===== config.mk =====
export PLATFORM = sky130hd
export DESIGN_NAME = macarray_ctrl
export DESIGN_NICKNAME = d
export VERILOG_FILES = /design/src/rtl/macarray_pkg.sv /design/src/rtl/macarray_addr_gen.sv /design/src/rtl/macarray_ctrl.sv
export SDC_FILE = /design/constraint.sdc
export NUM_CORES = 1
export LEC_CHECK = 0
export ABC_CLOCK_PERIOD_IN_PS = 2500
export BUFFER_PORTS_ARGS = -buffer_cell sky130_fd_sc_hd__buf_2
export CORE_AREA = 2 2 59 61
export CTS_CLUSTER_DIAMETER = 120
export DETAILED_ROUTE_END_ITERATION = 10
export DIE_AREA = 0 0 61 63
export PLACE_DENSITY = 0.77
export SLEW_MARGIN = 20
export SYNTH_ARGS = -nofsm -noshare
export SYNTH_HDL_FRONTEND = slang
export SYNTH_HIERARCHICAL = 1
export SYNTH_SLANG_ARGS = --single-unit

===== constraint.sdc =====
create_clock -name CLK -period 2.5 [get_ports CLK]
set_input_delay 0.25 -clock CLK [delete_from_list [all_inputs] [get_ports CLK]]
set_output_delay 0.25 -clock CLK [all_outputs]
set_load 0.05 [all_outputs]

===== src/rtl/macarray_pkg.sv =====
// Shared definitions for the 4x4 MAC-array sequencer.
//   - FSM state encoding
//   - tiling constants and derived counter widths
//   - helpers that slice and range-check the packed {M,N,T} dimension word
package macarray_pkg;

  localparam int ARR           = 4;  // array edge
  localparam int MAX_DIM       = 8;  // largest legal M/N/T
  localparam int STRIP_STRIDE  = 8;  // buffer words per row/col strip
  localparam int TILE_T_STRIDE = 4;  // O words per tile along T

  localparam int DIM_W  = 4;
  localparam int K_W    = $clog2(MAX_DIM);
  localparam int TILE_W = $clog2(MAX_DIM / ARR);
  localparam int ROW_W  = $clog2(ARR);

  typedef enum logic [2:0] {IDLE, LOAD, WAIT, WRITE, FIN} state_t;

  function automatic logic [DIM_W-1:0] mnt_m(input logic [11:0] mnt);
    return mnt[11:8];
  endfunction

  function automatic logic [DIM_W-1:0] mnt_n(input logic [11:0] mnt);
    return mnt[7:4];
  endfunction

  function automatic logic [DIM_W-1:0] mnt_t(input logic [11:0] mnt);
    return mnt[3:0];
  endfunction

  function automatic logic dim_ok(input logic [DIM_W-1:0] d, input int max_dim);
    return (d != '0) && (int'(d) <= max_dim);
  endfunction

endpackage


===== src/rtl/macarray_addr_gen.sv =====
// Buffer address generation for the MAC-array sequencer (purely combinational).
//   mi, ti : tile coordinates (row strip, column strip)
//   k      : reduction index within the current tile
//   r      : output row within the current tile
//   addr_i : I buffer address, column k of row-strip mi
//   addr_w : W buffer address, row k of col-strip ti
//   addr_o : O buffer address, row r of tile (mi, ti)
module macarray_addr_gen
  import macarray_pkg::*;
#(
  parameter int AW = 4
) (
  input  logic [TILE_W-1:0] mi,
  input  logic [TILE_W-1:0] ti,
  input  logic [K_W-1:0]    k,
  input  logic [ROW_W-1:0]  r,
  output logic [AW-1:0]     addr_i,
  output logic [AW-1:0]     addr_w,
  output logic [AW-1:0]     addr_o
);

  always_comb begin
    addr_i = AW'(int'(mi) * STRIP_STRIDE + int'(k));
    addr_w = AW'(int'(ti) * STRIP_STRIDE + int'(k));
    addr_o = AW'(int'(mi) * STRIP_STRIDE + int'(ti) * TILE_T_STRIDE + int'(r));
  end

endmodule


===== src/rtl/macarray_ctrl.sv =====
// Sequencer for the 4x4 MAC-array datapath.
// Latches {M,N,T} on START, walks the output matrix tile by tile (ti fastest):
// LOAD streams k=0..N-1 reads from I/W, WAIT drains the 1-cycle buffer
// latency, WRITE stores min(4, M-4*mi) accumulator rows to O, FIN pulses DONE.
// Ports:
//   CLK, RST          clock, async active-high reset
//   START, MNT        job request and packed {M,N,T}
//   BUSY, DONE, ERR   job status (ERR pulses with DONE for illegal MNT)
//   EN_I/ADDR_I       I buffer read port
//   EN_W/ADDR_W       W buffer read port
//   MAC_VLD, MAC_CLR  datapath accumulate / first-product strobes
//   ROW_SEL           accumulator row driven onto the O write data
//   EN_O/RW_O/ADDR_O  O buffer write port
//   CYC_CNT           job cycle counter, only with MACARRAY_CTRL_PERF_EN
// Build option: define MACARRAY_CTRL_PERF_EN to add the CYC_CNT counter.
module macarray_ctrl #(
  parameter int ARR     = 4,
  parameter int MAX_DIM = 8,
  parameter int AW      = 4
) (
  input  logic          CLK,
  input  logic          RST,
  input  logic          START,
  input  logic [11:0]   MNT,
  output logic          BUSY,
  output logic          DONE,
  output logic          ERR,
  output logic          EN_I,
  output logic [AW-1:0] ADDR_I,
  output logic          EN_W,
  output logic [AW-1:0] ADDR_W,
  output logic          MAC_VLD,
  output logic          MAC_CLR,
  output logic [1:0]    ROW_SEL,
  output logic          EN_O,
  output logic          RW_O,
  output logic [AW-1:0] ADDR_O
`ifdef MACARRAY_CTRL_PERF_EN
  ,
  output logic [15:0]   CYC_CNT
`endif
);

  import macarray_pkg::*;

  state_t state, state_nx;

  logic [DIM_W-1:0]  m_q, n_q, t_q;
  logic              err_q;
  logic [TILE_W-1:0] mi, ti;
  logic [K_W-1:0]    k;
  logic [ROW_W-1:0]  r;
  logic              mac_vld_q, mac_clr_q;

  logic              accept, mnt_ok;
  logic              k_last, r_last, mi_last, ti_last;
  logic [DIM_W-1:0]  m_rem, m_rem_m1;
  logic [ROW_W-1:0]  rows_last;
  logic [AW-1:0]     a_i, a_w, a_o;

  assign accept = (state == IDLE) && START;
  assign mnt_ok = dim_ok(mnt_m(MNT), MAX_DIM) && dim_ok(mnt_n(MNT), MAX_DIM) &&
                  dim_ok(mnt_t(MNT), MAX_DIM);

  // Rows left below this row strip; the last strip may be partial.
  assign m_rem     = m_q - DIM_W'(ARR * int'(mi));
  assign m_rem_m1  = m_rem - DIM_W'(1);
  assign rows_last = (m_rem >= DIM_W'(ARR)) ? ROW_W'(ARR - 1) : ROW_W'(m_rem_m1);

  assign k_last  = (DIM_W'(k) == n_q - DIM_W'(1));
  assign r_last  = (r == rows_last);
  // Last tile index along a dimension is ceil(d/ARR)-1 == (d-1)/ARR.
  assign mi_last = (DIM_W'(mi) == (m_q - DIM_W'(1)) / DIM_W'(ARR));
  assign ti_last = (DIM_W'(ti) == (t_q - DIM_W'(1)) / DIM_W'(ARR));

  always_comb begin
    state_nx = state;
    case (state)
      IDLE:  if (START) state_nx = mnt_ok ? LOAD : FIN;
      LOAD:  if (k_last) state_nx = WAIT;
      WAIT:  state_nx = WRITE;
      WRITE: if (r_last) state_nx = (mi_last && ti_last) ? FIN : LOAD;
      FIN:   state_nx = IDLE;
      default: state_nx = IDLE;
    endcase
  end

  always_ff @(posedge CLK or posedge RST) begin
    if (RST) state <= IDLE;
    else     state <= state_nx;
  end

  always_ff @(posedge CLK or posedge RST) begin
    if (RST) begin
      m_q   <= '0;
      n_q   <= '0;
      t_q   <= '0;
      err_q <= 1'b0;
      mi    <= '0;
      ti    <= '0;
      k     <= '0;
      r     <= '0;
    end else begin
      case (state)
        IDLE: if (START) begin
          m_q   <= mnt_m(MNT);
          n_q   <= mnt_n(MNT);
          t_q   <= mnt_t(MNT);
          err_q <= !mnt_ok;
          mi    <= '0;
          ti    <= '0;
          k     <= '0;
          r     <= '0;
        end
        LOAD: k <= k_last ? '0 : k + K_W'(1);
        WAIT: r <= '0;
        WRITE: begin
          if (r_last) begin
            r <= '0;
            if (!(mi_last && ti_last)) begin
              if (ti_last) begin
                ti <= '0;
                mi <= mi + TILE_W'(1);
              end else begin
                ti <= ti + TILE_W'(1);
              end
            end
          end else begin
            r <= r + ROW_W'(1);
          end
        end
        default: ;
      endcase
    end
  end

  // Read data shows up one cycle after the enable; CLR marks the k=0 product.
  always_ff @(posedge CLK or posedge RST) begin
    if (RST) begin
      mac_vld_q <= 1'b0;
      mac_clr_q <= 1'b0;
    end else begin
      mac_vld_q <= (state == LOAD);
      mac_clr_q <= (state == LOAD) && (k == '0);
    end
  end

  macarray_addr_gen #(.AW(AW)) u_addr (
    .mi     (mi),
    .ti     (ti),
    .k      (k),
    .r      (r),
    .addr_i (a_i),
    .addr_w (a_w),
    .addr_o (a_o)
  );

  // Addresses and row select are forced to 0 while their port is idle.
  assign BUSY    = (state != IDLE);
  assign DONE    = (state == FIN);
  assign ERR     = (state == FIN) && err_q;
  assign EN_I    = (state == LOAD);
  assign EN_W    = (state == LOAD);
  assign ADDR_I  = EN_I ? a_i : '0;
  assign ADDR_W  = EN_W ? a_w : '0;
  assign MAC_VLD = mac_vld_q;
  assign MAC_CLR = mac_clr_q;
  assign EN_O    = (state == WRITE);
  assign RW_O    = (state == WRITE);
  assign ROW_SEL = EN_O ? 2'(r) : 2'b00;
  assign ADDR_O  = EN_O ? a_o : '0;

`ifdef MACARRAY_CTRL_PERF_EN
  // Counts the accept cycle plus every BUSY cycle, so a job that errors out
  // straight away reads 2. Holds after FIN until the next accept.
  logic [15:0] cyc_q;

  always_ff @(posedge CLK or posedge RST) begin
    if (RST)                              cyc_q <= '0;
    else if (accept)                      cyc_q <= 16'd1;
    else if (BUSY && cyc_q != 16'hFFFF)   cyc_q <= cyc_q + 16'd1;
  end

  assign CYC_CNT = cyc_q;
`else
  // No cycle counter in this build; accept is only consumed by the FSM.
  logic unused_accept;
  assign unused_accept = accept;
`endif

endmodule


# After elaboration in Yosys (flattened, before gate mapping)
# Cells that the tools add are included.
# W data, S select, Z words.
[word_totals]
output_inout_bits = 23
mem_bits_rw = 0
reg_bits = 25
memories = 0
in_bits = 15
mem_bits_ro = 0
latchBits = 0
elab_cells = 91
[op_classes]
n_lt_le_gt_ge = 4
eq_ne = 13
div_mod_pow = 0
mux = 26
shift = 0
bitwise_logic = 0
n_mul = 0
add_sub_neg = 13
n_reduce_logical = 24
[ops]
columns = ["operator", "count"]
rows = [
  ["$mux W3", 7],
  ["$add A4 B3 Y4", 4],
  ["$le A4 B4 Y1 const B", 3],
  ["$mux W4", 3],
  ["$pmux W3 S4", 1],
  ["$reduce_bool A4 Y1", 3],
  ["$sub A4 B1 Y4 const B", 3],
  ["$logic_and A1 B1 Y1", 8],
  ["$mux W2", 4],
  ["$mux W1", 7],
  ["$eq A3 B2 Y1 const B", 2],
  ["$logic_not A3 Y1", 2],
  ["$ne A2 B1 Y1 const B", 3],
  ["$pmux W2 S3", 1],
  ["$pmux W3 S2", 1],
  ["$reduce_and A2 Y1", 3],
  ["$reduce_bool A3 Y1", 2],
  ["$reduce_and A5 Y1", 1],
  ["$eq A1 B2 Y1", 2],
  ["$eq A3 B4 Y1", 1],
  ["$ge A4 B3 Y1 const B", 1],
  ["$ne A2 B2 Y1 const B", 2],
  ["$pmux W1 S2", 2],
  ["$reduce_and A4 Y1", 1],
  ["11 further kinds", 13],
]

# Longest topological paths before layout
[logic_depth]
word_depth = 7
depth_mapped = 7
ltp_nobuf = 7

# Hierarchy
# Netlist, hierarchy kept.
[by_module_without_submodules]
columns = ["mod", "instances", "seq_area_each_um2", "cells_each", "area_each_um2"]
rows = [
  ["macarray_ctrl", 1, 625.6, 171, 1545.2],
  ["macarray_addr_gen", 1, 0.0, 12, 90.1],
]

# Worst setup path before layout
# OpenSTA, ideal clock, no wires.
[synth_path]
path_type = "reg2out"
start = "register state[0]"
end = "output port ERR"
n_path_buf = 1
stages_incl_launch_ff = 4
required_time_ns = 2.250
t_arrival_ns = 2.269
path_slack_ns = -0.019
cell_sequence = "dfrtp_1 > buf_2 > nor3_1 > and2_1"
[synth_between]
elab_chain_cells = 2
[synth_lines]
columns = ["element", "line", "source"]
rows = [
  ["start, declared", "macarray_ctrl.sv:46", "state_t state, state_nx;"],
  ["start signal, assigned", "macarray_ctrl.sv:90", "else state <= state_nx;"],
  ["$eq A3 B3 Y1", "--", ""],
  ["via DONE", "macarray_ctrl.sv:26", "output logic DONE,"],
  ["$logic_and A1 B1 Y1", "macarray_ctrl.sv:161", "assign ERR = (state == FIN) && err_q;"],
  ["end, declared", "macarray_ctrl.sv:27", "output logic ERR,"],
]
# The timed path passes the listed nets, and every way through them passes these cells.

# Worst setup path in the final report
[layout_path]
start = "register state[1]"
end = "output port EN_W"
[layout_between]
elab_chain_cells = 1
[layout_lines]
columns = ["element", "line", "source"]
rows = [
  ["$eq A3 B1 Y1", "macarray_ctrl.sv:163", "assign EN_W = (state == LOAD);"],
  ["end, declared", "macarray_ctrl.sv:30", "output logic EN_W,"],
]
# No other way between the ends.

==> flow_metrics.py <==
metrics = {
    "status": {
        "outcome": "finished, violations left",
        "violations": "negative hold slack",
    },
    "route": {
        "wl_per_cell_microns": 12.3,
        "drt-vias-per-instance": 5.13,
        "drtIter0Drc": 68,
        "wl_mm": 3.12,
        "drcViolationCount": 0,
        "first_pass_iters": 4,
        "vias": 1303,
        "ant_nets": 0,
    },
    "cts": {
        "cts_num_sinks": 25,
        "cts_resized": 0,
        "post_cts_buffers": 0,
        "cts_max_level": 1,
        "cts_buffer_depth": 2,
        "cts_tree": "built",
        "cts_hold_buf": 0,
        "clk_latency_ns": 0.33,
        "cts_buffers": 3,
        "clockRootBuffer": "clkbuf_4",
        "path_clk_slew_ns": 0.14,
    },
    "sta": {
        "fin_hold_ws_ns": -0.0388,
        "period_share_pct": 87.2,
        "setup_viol": 0,
        "max_clock_freq_ghz": 0.459,
        "drv_slew": 0,
        "grt_setup_unrepaired": "no",
        "hold_violations": 25,
        "final.setup.tns_ns": 0,
        "maxSlewHeadroom_pct": 41.6,
        "finClkSkew_ns": 0.00287,
        "tightest_slew_ns": 0.870,
        "fin_crit_ns": 2.18,
    },
    "placement": {
        "gp_congestion": 0.807,
        "portBuffers": 37,
        "dp_hpwl_mm": 2.30,
    },
    "synth": {
        "synth_fp_nets": 202,
        "synth_edf_count": 0,
        "yosys_warnings": 6,
        "synth_top_area_cell": "dfrtp_1",
        "ys_seq_area_share_pct": 38.3,
        "synthFlopType": "dfrtp_1",
        "synth.area.top_cells": "dfrtp_1 (38%), nand2_1 (8.5%), buf_4 (6.9%)",
        "avgSynthCellArea_sq_um": 8.94,
        "ys_ff_latch": 25,
        "synth_top_area_share_pct": 38.3,
        "syn_inst": 183,
        "synth_async_sr_flop_share_pct": 100,
        "ys_types": 45,
        "netlist_area_sq_um": 1640,
    },
    "die": {
        "die_h_microns": 63,
        "core_area_sq_um": 3230,
        "die-width_microns": 61,
        "start_util_pct": 50.6,
        "rows": 21,
        "ios": 38,
        "dieArea_sq_um": 3840,
    },
    "critical_path": {
        "path_cells": "nor2_1, and2_1, buf_2",
        "r2r_end": "state[0]",
        "cp_max_fo": 10,
        "crit_arrival_ns": 1.93,
        "reg2reg_slack_ns": 0.33,
        "critPathMaxStageDelay_ns": 0.53,
        "cp.required_ns": 2.25,
        "crit_type": "register to output port",
        "worstRegToRegCells": 7,
        "crit_path_start": "state[1]",
        "startpoint_type": "register",
        "end_kind": "output port",
        "timing.rr.start": "m_q[0]",
        "critical_path.slowest_cell": "dfrtp_1",
    },
    "power_and_ir_drop": {
        "combPwrFrac_pct": 61.2,
        "leakagePower_uw": 0.000925,
        "ir_worst_vdd_uv": 467,
        "p_seq_share_pct": 31.5,
        "p_clk_share_pct": 7.3,
        "powerDensity_nw_per_um2": 1460,
        "internal_power_uw": 1200,
        "sw_frac_of_total_pct": 54.4,
        "p_switching_uw": 1440,
    },
    "final_layout": {
        "final_core_util_pct": 55.9,
        "final_layout_size_suffix_gt1_share_pct": 26.0,
        "finalNetCount": 228,
        "antennaDiodeCount": 0,
        "syn_to_final_growth_pct": 10.4,
    },
    "grt": {
        "antenna_found_initial": 0,
        "grt_pass1_wl_mm": 5.30,
        "gr-total-overflow": 0,
        "grt_max_degree": 26,
        "grt_pass1_vias": 1138,
        "track_usage_pct": 18.2,
    },
    "run": {
        "cap_viol_max_count": 0,
    },
    "worst_hold_path": {
        "hp-class": "input port to async pin",
    },
}
[cell usage in the layout, fill, tap and decap left out, types with 2 or more instances in the layout]
cell	instances
buf_2	37
clkbuf_4	3
and2_1	9
ha_1	4
a22o_1	2
nor3_1	7
o21ai_0	9
and3_1	8
o211ai_1	2
buf_4	3
inv_1	9
nor2_1	5
o311ai_1	2
o31ai_1	2
dfrtp_1	25
xor2_1	8
xnor2_1	4
a21o_1	2
nand3b_1	2
nand2_1	37
[cells in the mapped netlist (2+ instances only)]
master / instances
a21o_1: 2
a22o_1: 2
and2_1: 9
and3_1: 8
buf_2: 2
buf_4: 15
clkbuf_1: 2
dfrtp_1: 25
ha_1: 4
inv_1: 10
nand2_1: 37
nand3b_1: 2
nor2_1: 5
nor3_1: 8
o211ai_1: 2
o21ai_0: 9
o311ai_1: 2
o31ai_1: 2
xnor2_1: 4
xor2_1: 8
[worst max-delay path: cells and delay by family (launching register included)]
family / cells / cell delay [ns]
and+or+nand+nor: 2 / 0.76
DFF: 1 / 0.53
buffers and inverters: 1 / 0.32
[power by group through the flow]
stage	clock [uW]	combinational [uW]	sequential [uW]
3_3_place_gp	0	1600	827
4_1_cts	200	1630	828
2_1_floorplan	0	1440	809
3_5_place_dp	0	1630	838
5_1_grt	215	1790	867
6_report	193	1620	831
[cell type report]
cell class	count	area, sq um
clock buffers	3	22.5
clock inverters	1	7.51
fillers	311	1430
inverters	11	41.3
multi-input cells	128	843
flip-flops and latches	25	626
well taps	46	57.6
repair buffers	40	208
[registers in the layout (all words and copies together), names as in the netlist]
register  flops
t_q           4
n_q           4
MAC_VLD       1
k             3
ti            1
state         3
r             2
m_q           4
mi            1
MAC_CLR       1
err_q         1
[through the flow]
| step | total power [uW] | cells | area, sq um | worst slack, ns |
|---|---|---|---|---|
| floorplan | 2250 | 183 | 1640 | 0.459 |
| global placement | 2430 | 250 | 1780 | 0.408 |
| detailed placement | 2470 | 250 | 1780 | 0.360 |
| CTS | 2660 | 254 | 1810 | 0.310 |
| global route | 2870 | 254 | 1810 | 0.0873 |
| finish | 2640 | 254 | 1810 | 0.320 |
[worst max path at each step]
stage | to | slack [ns] | cells after the start
after global routing | state[0] | 0.09 | 7
after floorplan | ERR | 0.46 | 3
after detailed placement | state[0] | 0.36 | 7
after global placement | state[0] | 0.41 | 7
after CTS | EN_W | 0.31 | 3
final | EN_W | 0.32 | 3
[cell families (layout without fill, tap and decap cells)]
family	after synthesis	count (layout)	share of synthesized area, %
DFF	25	25	38.3
and+or+nand+nor	82	82	27.8
adders and majority gates	4	4	3.06
buffers and inverters	30	55	10.5
AOI/OAI and AO/OA	30	30	14.0
xor gates and xnor gates	12	12	6.43
[layer usage]
layer / vias up / GRT usage, % / routed length [microns] / part of all wire (%)
met4: 0 / 6.52 / 44 / 1.4
li1: 664 / - / - / -
met1: 603 / 26.7 / 1550 / 50
met3: 5 / 3.31 / 128 / 4.1
met2: 31 / 26.5 / 1400 / 45
met5: - / 0 / 0 / 0
Note: power is estimated with default switching activity, not from simulation.
